### src/rtl/riscv_test_monitor_pkg.sv
// Shared types and constants for the RISC-V test-end monitor (package riscv_test_pkg).
// The optional instret counter is enabled with RISCV_TEST_MONITOR_INSTRET_EN.
package riscv_test_pkg;

    typedef enum logic [2:0] {
        ST_IDLE,
        ST_RUN,
        ST_SETTLE,
        ST_PASS,
        ST_FAIL,
        ST_TOUT
    } mon_state_e;

    localparam int          PASS_CODE       = 1;
    localparam logic [31:0] DEFAULT_END_PC  = 32'h44;
    localparam int          DEFAULT_TIMEOUT = 5000;

    // True while the test program is still executing and counters advance.
    function automatic logic is_active(input mon_state_e s);
        return (s == ST_RUN) || (s == ST_SETTLE);
    endfunction

endpackage

### src/rtl/riscv_test_monitor_if.sv
// Core-observation and verdict signals of the test monitor, bundled as an interface.
// RISCV_TEST_MONITOR_INSTRET_EN adds the instret_count signal.
interface riscv_test_monitor_if #(
    parameter int XLEN  = 32,
    parameter int CNT_W = 32
);
    logic             start;
    logic             clear;
    logic [XLEN-1:0]  pc;
    logic             pc_valid;
    logic [XLEN-1:0]  gp;
    logic             done;
    logic             passed;
    logic             timed_out;
    logic [XLEN-2:0]  fail_num;
    logic [CNT_W-1:0] cycle_count;
`ifdef RISCV_TEST_MONITOR_INSTRET_EN
    logic [CNT_W-1:0] instret_count;

    modport master (output start, clear, pc, pc_valid, gp,
                    input  done, passed, timed_out, fail_num, cycle_count, instret_count);
    modport slave  (input  start, clear, pc, pc_valid, gp,
                    output done, passed, timed_out, fail_num, cycle_count, instret_count);
`else
    modport master (output start, clear, pc, pc_valid, gp,
                    input  done, passed, timed_out, fail_num, cycle_count);
    modport slave  (input  start, clear, pc, pc_valid, gp,
                    output done, passed, timed_out, fail_num, cycle_count);
`endif
endinterface

### src/rtl/mon_sat_counter.sv
// Saturating up-counter with synchronous clear (priority) and count enable.
module mon_sat_counter #(
    parameter int W = 32
) (
    input  logic         clk,
    input  logic         rst,
    input  logic         i_clear,
    input  logic         i_en,
    output logic [W-1:0] o_count
);

    logic [W-1:0] r_count;

    always_ff @(posedge clk or posedge rst) begin
        if (rst) begin
            r_count <= '0;
        end else if (i_clear) begin
            r_count <= '0;
        end else if (i_en && (r_count != '1)) begin
            r_count <= r_count + W'(1);
        end
    end

    assign o_count = r_count;

endmodule

### src/rtl/riscv_test_monitor.sv
// Watches the core PC for the test-end loop, waits SETTLE hits, then latches pass/fail/timeout from gp.
// Define RISCV_TEST_MONITOR_INSTRET_EN to add instret_count (valid PCs seen while running).
module riscv_test_monitor
    import riscv_test_pkg::*;
#(
    parameter int              XLEN    = 32,
    parameter logic [XLEN-1:0] END_PC  = XLEN'(DEFAULT_END_PC),
    parameter int              SETTLE  = 4,
    parameter int              TIMEOUT = DEFAULT_TIMEOUT,
    parameter int              CNT_W   = 32
) (
    input logic                 clk,
    input logic                 rst,
    riscv_test_monitor_if.slave mon
);

    mon_state_e       r_state, w_state_next;
    logic [7:0]       r_settle, w_settle_next;
    logic [XLEN-2:0]  r_fail_num, w_fail_num_next;
    logic             r_done, r_passed, r_timed_out;
    logic [CNT_W-1:0] w_cycle_count;
    logic             w_pc_hit, w_at_limit, w_sample, w_cnt_clear, w_cnt_en;

    assign w_pc_hit   = mon.pc_valid && (mon.pc == END_PC);
    assign w_at_limit = (w_cycle_count == CNT_W'(TIMEOUT - 1));

    always_comb begin
        // NOTE: every signal driven here gets a default first, so no path can infer a latch.
        w_state_next    = r_state;
        w_settle_next   = r_settle;
        w_fail_num_next = r_fail_num;
        w_sample        = 1'b0;

        case (r_state)
            ST_IDLE: begin
                if (mon.start) begin
                    w_state_next  = ST_RUN;
                    w_settle_next = '0;
                end
            end
            ST_RUN: begin
                if (w_pc_hit) begin
                    if (SETTLE == 1) begin
                        w_sample = 1'b1;
                    end else begin
                        w_state_next  = ST_SETTLE;
                        w_settle_next = 8'd1;
                    end
                end
            end
            ST_SETTLE: begin
                // Bubbles (pc_valid low) neither advance nor break the settle run.
                if (w_pc_hit) begin
                    if (r_settle == 8'(SETTLE - 1)) begin
                        w_sample = 1'b1;
                    end else begin
                        w_settle_next = r_settle + 8'd1;
                    end
                end else if (mon.pc_valid) begin
                    w_state_next  = ST_RUN;
                    w_settle_next = '0;
                end
            end
            default: ;
        endcase

        // A verdict sampled in the limit cycle beats the timeout.
        if (w_sample) begin
            w_settle_next = '0;
            if (mon.gp == XLEN'(PASS_CODE)) begin
                w_state_next    = ST_PASS;
                w_fail_num_next = '0;
            end else begin
                w_state_next    = ST_FAIL;
                w_fail_num_next = mon.gp[XLEN-1:1];
            end
        end else if (is_active(r_state) && w_at_limit) begin
            w_state_next  = ST_TOUT;
            w_settle_next = '0;
        end

        if (mon.clear) begin
            w_state_next    = ST_IDLE;
            w_settle_next   = '0;
            w_fail_num_next = '0;
        end
    end

    // NOTE: state registers use non-blocking assignments so every flop samples pre-edge values.
    always_ff @(posedge clk or posedge rst) begin
        if (rst) begin
            r_state     <= ST_IDLE;
            r_settle    <= '0;
            r_fail_num  <= '0;
            r_done      <= 1'b0;
            r_passed    <= 1'b0;
            r_timed_out <= 1'b0;
        end else begin
            r_state     <= w_state_next;
            r_settle    <= w_settle_next;
            r_fail_num  <= w_fail_num_next;
            r_done      <= (w_state_next == ST_PASS) || (w_state_next == ST_FAIL) ||
                           (w_state_next == ST_TOUT);
            r_passed    <= (w_state_next == ST_PASS);
            r_timed_out <= (w_state_next == ST_TOUT);
        end
    end

    // Counters restart on entry to RUN and freeze on the edge that enters a verdict.
    assign w_cnt_clear = mon.clear || ((r_state == ST_IDLE) && mon.start);
    assign w_cnt_en    = is_active(r_state) && is_active(w_state_next);

    mon_sat_counter #(.W(CNT_W)) u_cycle_cnt (
        .clk     (clk),
        .rst     (rst),
        .i_clear (w_cnt_clear),
        .i_en    (w_cnt_en),
        .o_count (w_cycle_count)
    );

`ifdef RISCV_TEST_MONITOR_INSTRET_EN
    mon_sat_counter #(.W(CNT_W)) u_instret_cnt (
        .clk     (clk),
        .rst     (rst),
        .i_clear (w_cnt_clear),
        .i_en    (w_cnt_en && mon.pc_valid),
        .o_count (mon.instret_count)
    );
`endif

    assign mon.done        = r_done;
    assign mon.passed      = r_passed;
    assign mon.timed_out   = r_timed_out;
    assign mon.fail_num    = r_fail_num;
    assign mon.cycle_count = w_cycle_count;

endmodule

### src/flat_wrapper.sv
// flat-port wrapper written by rule: the top's interface ports become plain ports
module riscv_test_monitor_flat import riscv_test_pkg::*;
#(
    parameter int              XLEN    = 32,
    parameter logic [XLEN-1:0] END_PC  = XLEN'(DEFAULT_END_PC),
    parameter int              SETTLE  = 4,
    parameter int              TIMEOUT = DEFAULT_TIMEOUT,
    parameter int              CNT_W   = 32
)
  (clk, rst, mon_start, mon_clear, mon_pc, mon_pc_valid, mon_gp, mon_done, mon_passed, mon_timed_out, mon_fail_num, mon_cycle_count);
  riscv_test_monitor_if #(.XLEN(XLEN), .CNT_W(CNT_W)) mon_i ();
  input logic clk;
  input logic rst;
  input wire logic [$bits(mon_i.start)-1:0] mon_start;
  input wire logic [$bits(mon_i.clear)-1:0] mon_clear;
  input wire logic [$bits(mon_i.pc)-1:0] mon_pc;
  input wire logic [$bits(mon_i.pc_valid)-1:0] mon_pc_valid;
  input wire logic [$bits(mon_i.gp)-1:0] mon_gp;
  output wire logic [$bits(mon_i.done)-1:0] mon_done;
  output wire logic [$bits(mon_i.passed)-1:0] mon_passed;
  output wire logic [$bits(mon_i.timed_out)-1:0] mon_timed_out;
  output wire logic [$bits(mon_i.fail_num)-1:0] mon_fail_num;
  output wire logic [$bits(mon_i.cycle_count)-1:0] mon_cycle_count;
  assign mon_i.start = mon_start;
  assign mon_i.clear = mon_clear;
  assign mon_i.pc = mon_pc;
  assign mon_i.pc_valid = mon_pc_valid;
  assign mon_i.gp = mon_gp;
  assign mon_done = mon_i.done;
  assign mon_passed = mon_i.passed;
  assign mon_timed_out = mon_i.timed_out;
  assign mon_fail_num = mon_i.fail_num;
  assign mon_cycle_count = mon_i.cycle_count;
  riscv_test_monitor #(.XLEN(XLEN), .END_PC(END_PC), .SETTLE(SETTLE), .TIMEOUT(TIMEOUT), .CNT_W(CNT_W)) u_core (.clk(clk), .rst(rst), .mon(mon_i));
endmodule
### config.mk
export PLATFORM = sky130hd
export DESIGN_NAME = riscv_test_monitor_flat
export DESIGN_NICKNAME = d
export VERILOG_FILES = /design/src/rtl/riscv_test_monitor_pkg.sv /design/src/rtl/riscv_test_monitor_if.sv /design/src/rtl/mon_sat_counter.sv /design/src/rtl/riscv_test_monitor.sv /design/src/flat_wrapper.sv
export SDC_FILE = /design/constraint.sdc
export NUM_CORES = 1
export LEC_CHECK = 0
export BUFFER_PORTS_ARGS = -buffer_cell sky130_fd_sc_hd__buf_2
export CORE_UTILIZATION = 50
export DETAILED_ROUTE_END_ITERATION = 12
export GPL_TIMING_DRIVEN = 0
export HOLD_SLACK_MARGIN = 0.08
export PLACE_DENSITY = 0.79
export SETUP_SLACK_MARGIN = 0.5
export SKIP_LAST_GASP = 1
export SYNTH_ARGS = -nofsm -noshare
export SYNTH_HDL_FRONTEND = slang
export SYNTH_SLANG_ARGS = --single-unit
export TNS_END_PERCENT = 5
### constraint.sdc
create_clock -name clk -period 2.8 [get_ports clk]
set_input_delay 0.14 -clock clk [delete_from_list [all_inputs] [get_ports clk]]
set_output_delay 0.14 -clock clk [all_outputs]
set_load 0.1 [all_outputs]
==> out/metrics.csv, run 1 <==
metric,value,unit
start_kind,flip-flop,
track_usage,29.9,%
clock_sinks,77,
cap_viol_max_count,0,
cp.required,3.08,ns
grt_pass1_vias,3999,
drt_iter0_markers,368,
syn_nets,464,
wirelength,12300,µm
ioPinCount,135,
worstSetupEndpoint,u_core.u_cycle_cnt.o_count[26]$_DFFE_PP0P_,
initial_core_util,51.6,%
critPathTopFamily,simple AND/OR/NAND/NOR gates,
path_clk_slew,0.08,ns
fin_skew,0.0109,ns
fillers,538,
worstSkewPairLatency,0.36,ns
cts_buffer_depth,2,
rr_endpoint,u_core.u_cycle_cnt.o_count[26]$_DFFE_PP0P_,
root_buffer,clkbuf_8,
finalCritPeriodShare,81.4,%
swShare,25.6,%
routedWlPerCell,17.9,µm
layout_common_cells,"buf_2 (140), dfrtp_1 (45), a22o_1 (35)",
synth.distinct_cells,55,
grt_max_degree,58,
syn_to_final_growth,41.0,%
portBuffers,134,
pwr-share-clk,41.6,%
place_ws,0.279,ns
worst-setup-path-type,reg -> reg,
ir_worst_vdd,428,µV
die_area,8340,µm²
antenna_found_initial,0,
power.density,412,nW/µm²
seq_area,1970,µm²
synth_top_area_cell,dfrtp_1,
status,finished clean,
r2r_cells,8,
drt-pass1-iter-count,7,
cp_max_fo,5,
critPathBufInv,1,
ys_seq_area_share,48.3,%
syn_area_per_cell,10.2,µm²
p_switching,0.594,mW
synth_top_flop_cell,dfrtp_1,
dpl.hpwl,7850,µm
placementRows,32,
hold_viol,0,
grt_first_pass_wirelength,19600,µm
power.total,2.32,mW
power.leakage,2.63,nW
netlist_instances,393,
final_common_cell,buf_2,
fin_ws,0.521,ns
combPwrFrac,10.0,%
cp.arrival,2.56,ns
post-route-min-period,2.28,ns
fp.dieH,91.3,µm
synth_top_area_share,48.3,%
ys_ff_latch,77,
critPathMaxStageDelay,0.51,ns
die_w,91.3,µm
post-route-drc-count,0,
min_path_type,in -> reg,
drive_gt1_share,39.4,%
num_antenna_cells,0,
grt-ovfl-total,0,
postRouteAntennaNets,0,
rsz0062_at_grt,yes,
seqPwrFrac,48.4,%
slew_headroom,66.1,%
synth.area.top_cells,"dfrtp_1 (48%), a22o_1 (7.7%), nand3_1 (3.0%), nor4_1 (2.8%), nand4_1 (2.7%)",
via_per_inst,6.09,
worstSetupEndpointType,flip-flop,
cp_cell_sequence,ha_1 -> nor4b_2 -> and3_2 -> a31oi_4 -> buf_6 -> nand2_1 -> or4_1 -> a21oi_1,
finalNetCount,655,
cts_tree,done,
gp_congestion,0.901,
maxSlewViolCount,0,
synth_warnings,0,
h-tree-depth,3,
core-area,7730,µm²
p_int,1.72,mW
cp.depth,8,
setup_viol,0,
async_reset_ff_share,100,%
syn_area,3990,µm²
r2r_slack,0.52,ns
crit_start,u_core.r_settle[0]$_DFFE_PP0P_,
multiInputGateArea,2070,µm²
synth-edff-count,0,
cp_slowest_cell,or4_1,
cts_buffers,9,
r2r-start,u_core.r_settle[0]$_DFFE_PP0P_,
tightest_slew,0.509,ns
num_vias,4208,
fmax,0.439,GHz
==> cells by family (layout without fill, tap and decap cells) <==
kind of cell,after synthesis,count (layout),synth area share [%]
compound gates,88,88,16.9
xor+xnor,15,15,3.29
fa+ha+maj,2,2,0.627
buf+inv,24,220,2.67
flops,77,77,48.3
mux,7,7,1.76
simple gates,180,180,26.5
==> metrics by stage <==
| step | setup TNS (ns) | utilization, % | cells | area (µm²) | hold WS [ns] |
|---|---|---|---|---|---|
| final | 0 | 72.8 | 691 | 5630 | 0.175 |
| after global routing | 0 | 72.8 | 691 | 5630 | 0.197 |
| after CTS | 0 | 71.0 | 681 | 5490 | 0.167 |
| after detailed placement | 0 | 63.6 | 630 | 4920 | 0.114 |
| after global placement | -21.21 | 63.2 | 629 | 4890 | 0.371 |
| after floorplan | 0 | - | 393 | 4090 | 0.273 |
==> layout make-up <==
class                           instances  share of cell area (%)
Multi-Input combinational cell        292                    36.8
Sequential cell                        77                    34.9
Timing Repair Buffer                  180                    19.7
Tap cell                              102                    2.27
Clock buffer                            9                    2.20
Buffer                                 18                    1.87
Clock inverter                          7                    1.71
Inverter                                6                   0.445
==> worst register-to-register path: stages, from the launching register on <==
cell	delay [ns]
dfrtp_1	0.42
ha_1	0.26
nor4b_2	0.19
and3_2	0.26
a31oi_4	0.21
buf_6	0.15
nand2_1	0.06
or4_1	0.51
a21oi_1	0.15
==> registers in the layout, indices dropped and copies added (netlist names) <==
name / cells
u_core.mon.done: 1
u_core.mon.fail_num: 31
u_core.mon.passed: 1
u_core.mon.timed_out: 1
u_core.r_settle: 8
u_core.r_state: 3
u_core.u_cycle_cnt.o_count: 32
==> worst min-delay path by stage <==
stage / start / endpoint / depth (start not counted)
floorplan: mon_gp[1] / u_core.mon.fail_num[0]$_DFFE_PP0P_ / 1
global placement: mon_gp[1] / u_core.mon.fail_num[0]$_DFFE_PP0P_ / 2
detailed placement: rst / u_core.mon.fail_num[5]$_DFFE_PP0P_ / 2
CTS: mon_clear / u_core.u_cycle_cnt.o_count[26]$_DFFE_PP0P_ / 3
global route: mon_clear / u_core.u_cycle_cnt.o_count[26]$_DFFE_PP0P_ / 3
finish: mon_clear / u_core.u_cycle_cnt.o_count[26]$_DFFE_PP0P_ / 3
==> what timing repair did <==
action	in CTS	in global routing
resized for setup	3	14
endpoints found under the setup margin	52	71
pin swaps	0	1
hold buffers	32	0
cloned	0	2
hold endpoints to repair	69	0
buffers inserted	3	8
==> routing by layer <==
metal / up-vias / share of wire [%] / GRT usage [%]
li1: 1911 / - / -
met1: 2023 / 39 / 37.2
met2: 240 / 52 / 51.8
met3: 34 / 6.9 / 5.53
met4: 0 / 2.4 / 10.7
met5: - / 0 / 0
==> Yosys cell counts (all sizes together) (2+ instances only) <==
| master | n |
|---|---|
| mux2i | 7 |
| o32ai | 2 |
| or4 | 5 |
| dfrtp | 77 |
| and4 | 6 |
| nor3 | 12 |
| o21a | 2 |
| nand2 | 27 |
| buf | 9 |
| nor2 | 26 |
| o21ai | 11 |
| nor4 | 19 |
| o211ai | 3 |
| a21oi | 16 |
| ha | 2 |
| xor2 | 11 |
| inv | 6 |
| a22o | 35 |
| a31oi | 6 |
| or3 | 8 |
| nor4bb | 2 |
| clkbuf | 9 |
| xnor2 | 4 |
| nand4 | 18 |
| and3 | 11 |
| nand3 | 25 |
| nor4b | 9 |
| o31ai | 3 |
| nand2b | 5 |
==> power groups by stage <==
stage	clock [mW]	sequential (mW)	combinational (mW)
floorplan	0	1.16	0.0747
global placement	0	1.14	0.167
detailed placement	0	1.14	0.176
CTS	0.955	1.12	0.212
global route	1.02	1.12	0.249
finish	0.965	1.12	0.231
(Power assumes the default switching activity.)
==> run 2: changes to the inputs <==
==> constraint.sdc (replaced) <==
create_clock -name clk -period 2.2 [get_ports clk]
set_input_delay 0.11 -clock clk [delete_from_list [all_inputs] [get_ports clk]]
set_output_delay 0.11 -clock clk [all_outputs]
set_load 0.1 [all_outputs]
==> run 2 against run 1 <==
Flip-flop and latch count unchanged. Clock-buffer cell count up 1. Fmax increased by 5.1%. Clock power rose by 5%. Final cell count rose by 2.3%. Register-to-register slack worse by 0.49 ns. Sequential power up 28%. Highest routed layer unchanged.
==> out/metrics.csv, run 2 (same netlist as run 1, synthesis figures left out) <==
metric,value,unit,change
wirelength,13200,µm,+7.0%
setup_viol,0,,unchanged
cp.arrival,2.46,ns,-0.10 ns
status,finished clean,,
layout_common_cells,"buf_2 (137), dfrtp_1 (43), a22o_1 (35)",,
worstHoldEndpoint,u_core.u_cycle_cnt.o_count[10]$_DFFE_PP0P_,,
finalNetCount,671,,+2.4%
min_path_type,in -> reg,,
rr_endpoint,u_core.u_cycle_cnt.o_count[7]$_DFFE_PP0P_,,
critPathTopFamily,simple AND/OR/NAND/NOR gates,,
h-tree-depth,3,,unchanged
track_usage,32.0,%,+2.2 points
dpl.hpwl,7930,µm,+1.0%
hold_viol,0,,unchanged
initial_core_util,51.6,%,unchanged
finalCritPeriodShare,98.6,%,+17 points
gp_congestion,0.906,,+0.51%
fin_skew,0.0105,ns,-0.000425 ns
r2r_cells,8,,unchanged
power.total,2.76,mW,+19%
die_area,8340,µm²,unchanged
antenna_found_initial,0,,unchanged
cp_max_fo,9,,+4
worst-setup-path-type,reg -> reg,,
slew_headroom,59.9,%,-6.2 points
postLayoutCoreUtil,76.4,%,+3.6 points
ir_worst_vdd,278,µV,-35%
fin_ws,0.0313,ns,-0.490 ns
core-area,7730,µm²,unchanged
maxSlewViolCount,0,,unchanged
power.leakage,2.78,nW,+5.6%
power.density,467,nW/µm²,+14%
drt-pass1-iter-count,5,,-2
worstSkewPairLatency,0.36,ns,about the same
path_clk_slew,0.09,ns,about the same
fillers,485,,-9.9%
cts_buffers,9,,unchanged
grt_pass1_vias,4380,,+9.5%
drive_gt1_share,44.0,%,+4.6 points
largest_register_ffs,32,,unchanged
r2r-start,u_core.u_cycle_cnt.o_count[1]$_DFFE_PP0P_,,
grt_first_pass_wirelength,20900,µm,+6.6%
syn_to_final_growth,48.0,%,
routedWlPerCell,18.7,µm,+4.6%
final_common_cell,buf_2,,
post-route-drc-count,0,,unchanged
fmax,0.461,GHz,+5.1%
cp_slowest_cell,dfrtp_2,,
cap_viol_max_count,0,,unchanged
grt_max_degree,59,,+1.7%
num_vias,4469,,+6.2%
ioPinCount,135,,unchanged
cts_buffer_depth,2,,unchanged
die_w,91.3,µm,unchanged
worstSetupEndpointType,flip-flop,,
placementRows,32,,unchanged
cp_cell_sequence,ha_4 -> nand4_1 -> and4b_1 -> and3_1 -> buf_6 -> nand4bb_4 -> or4_4 -> a21oi_2,,
via_per_inst,6.32,,+3.8%
num_antenna_cells,0,,unchanged
start_kind,flip-flop,,
rsz0062_at_grt,yes,,
cp.required,2.49,ns,-0.59 ns
postRouteAntennaNets,0,,unchanged
fp.dieH,91.3,µm,unchanged
portBuffers,134,,unchanged
root_buffer,clkbuf_8,,
cts_tree,done,,
critPathBufInv,1,,unchanged
post-route-min-period,2.17,ns,-0.110 ns
grt-ovfl-total,0,,unchanged
crit_start,u_core.u_cycle_cnt.o_count[1]$_DFFE_PP0P_,,
hold_start,mon_start,,
tightest_slew,0.602,ns,+0.0924 ns
setup_tns,0,ns,unchanged
place_ws,-0.409,ns,-0.688 ns
drt_iter0_markers,382,,+3.8%
critPathMaxStageDelay,0.46,ns,-0.05 ns
clock_sinks,77,,unchanged
holdPathStages,4,,+1
r2r_slack,0.03,ns,-0.49 ns
run 2: layout make-up:
type	count	area, µm²	area share [%]
plain buffers	18	135	2.29
clock buffers	10	138	2.33
clock inverters	6	46.3	0.784
inverters	6	25.0	0.424
multi-input cells	292	2190	37.0
flip-flops and latches	77	1970	33.4
well taps	102	128	2.16
repair buffers	196	1280	21.6
run 2: timing repair:
| item | in CTS | in global routing |
|---|---|---|
| buffers inserted | 20 | 7 |
| resized for setup | 38 | 12 |
| setup endpoints to repair | 77 | 77 |
| hold buffers | 32 | 0 |
| pin swaps | 15 | 3 |
| hold endpoints to repair | 108 | 0 |
| gates cloned | 2 | 0 |
run 2: worst register-to-register path, delay by kind of cell (launching register included):
family / cells / cell delay, ns
and+or+nand+nor: 5 / 1.19
DFF: 1 / 0.46
adders and majority gates: 1 / 0.18
buffers and inverters: 1 / 0.15
AOI/OAI and AO/OA: 1 / 0.12
run 2: metrics by stage:
step / cell area, µm² / hold WS [ns] / cells
detailed placement: 4940 / 0.0809 / 630
CTS: 5800 / 0.157 / 700
global route: 5900 / 0.170 / 707
global placement: 4910 / 0.341 / 629
floorplan: 4110 / 0.243 / 393
finish: 5900 / 0.165 / 707
run 2: worst max path at each step:
stage / to / slack, ns / cells after the start
global route: u_core.u_cycle_cnt.o_count[7]$_DFFE_PP0P_ / -0.03 / 9
detailed placement: u_core.u_cycle_cnt.o_count[28]$_DFFE_PP0P_ / -0.41 / 9
finish: u_core.u_cycle_cnt.o_count[7]$_DFFE_PP0P_ / 0.03 / 8
floorplan: u_core.u_cycle_cnt.o_count[7]$_DFFE_PP0P_ / -0.12 / 8
global placement: u_core.u_cycle_cnt.o_count[8]$_DFFE_PP0P_ / -0.99 / 2
CTS: u_core.u_cycle_cnt.o_count[7]$_DFFE_PP0P_ / 0.10 / 8
run 2: power by group:
group | total, mW | internal (mW) | switching [mW]
registers | 1.43 | 1.42 | 0.00946
clock network | 1.01 | 0.448 | 0.567
logic | 0.317 | 0.145 | 0.172
total | 2.76 | 2.01 | 0.748
run 2: routing by layer:
metal | track usage [%] | wire [µm]
met1 | 38.8 | 4960
met2 | 55.2 | 6750
met3 | 4.77 | 989
met4 | 16.8 | 507
met5 | 0 | 0
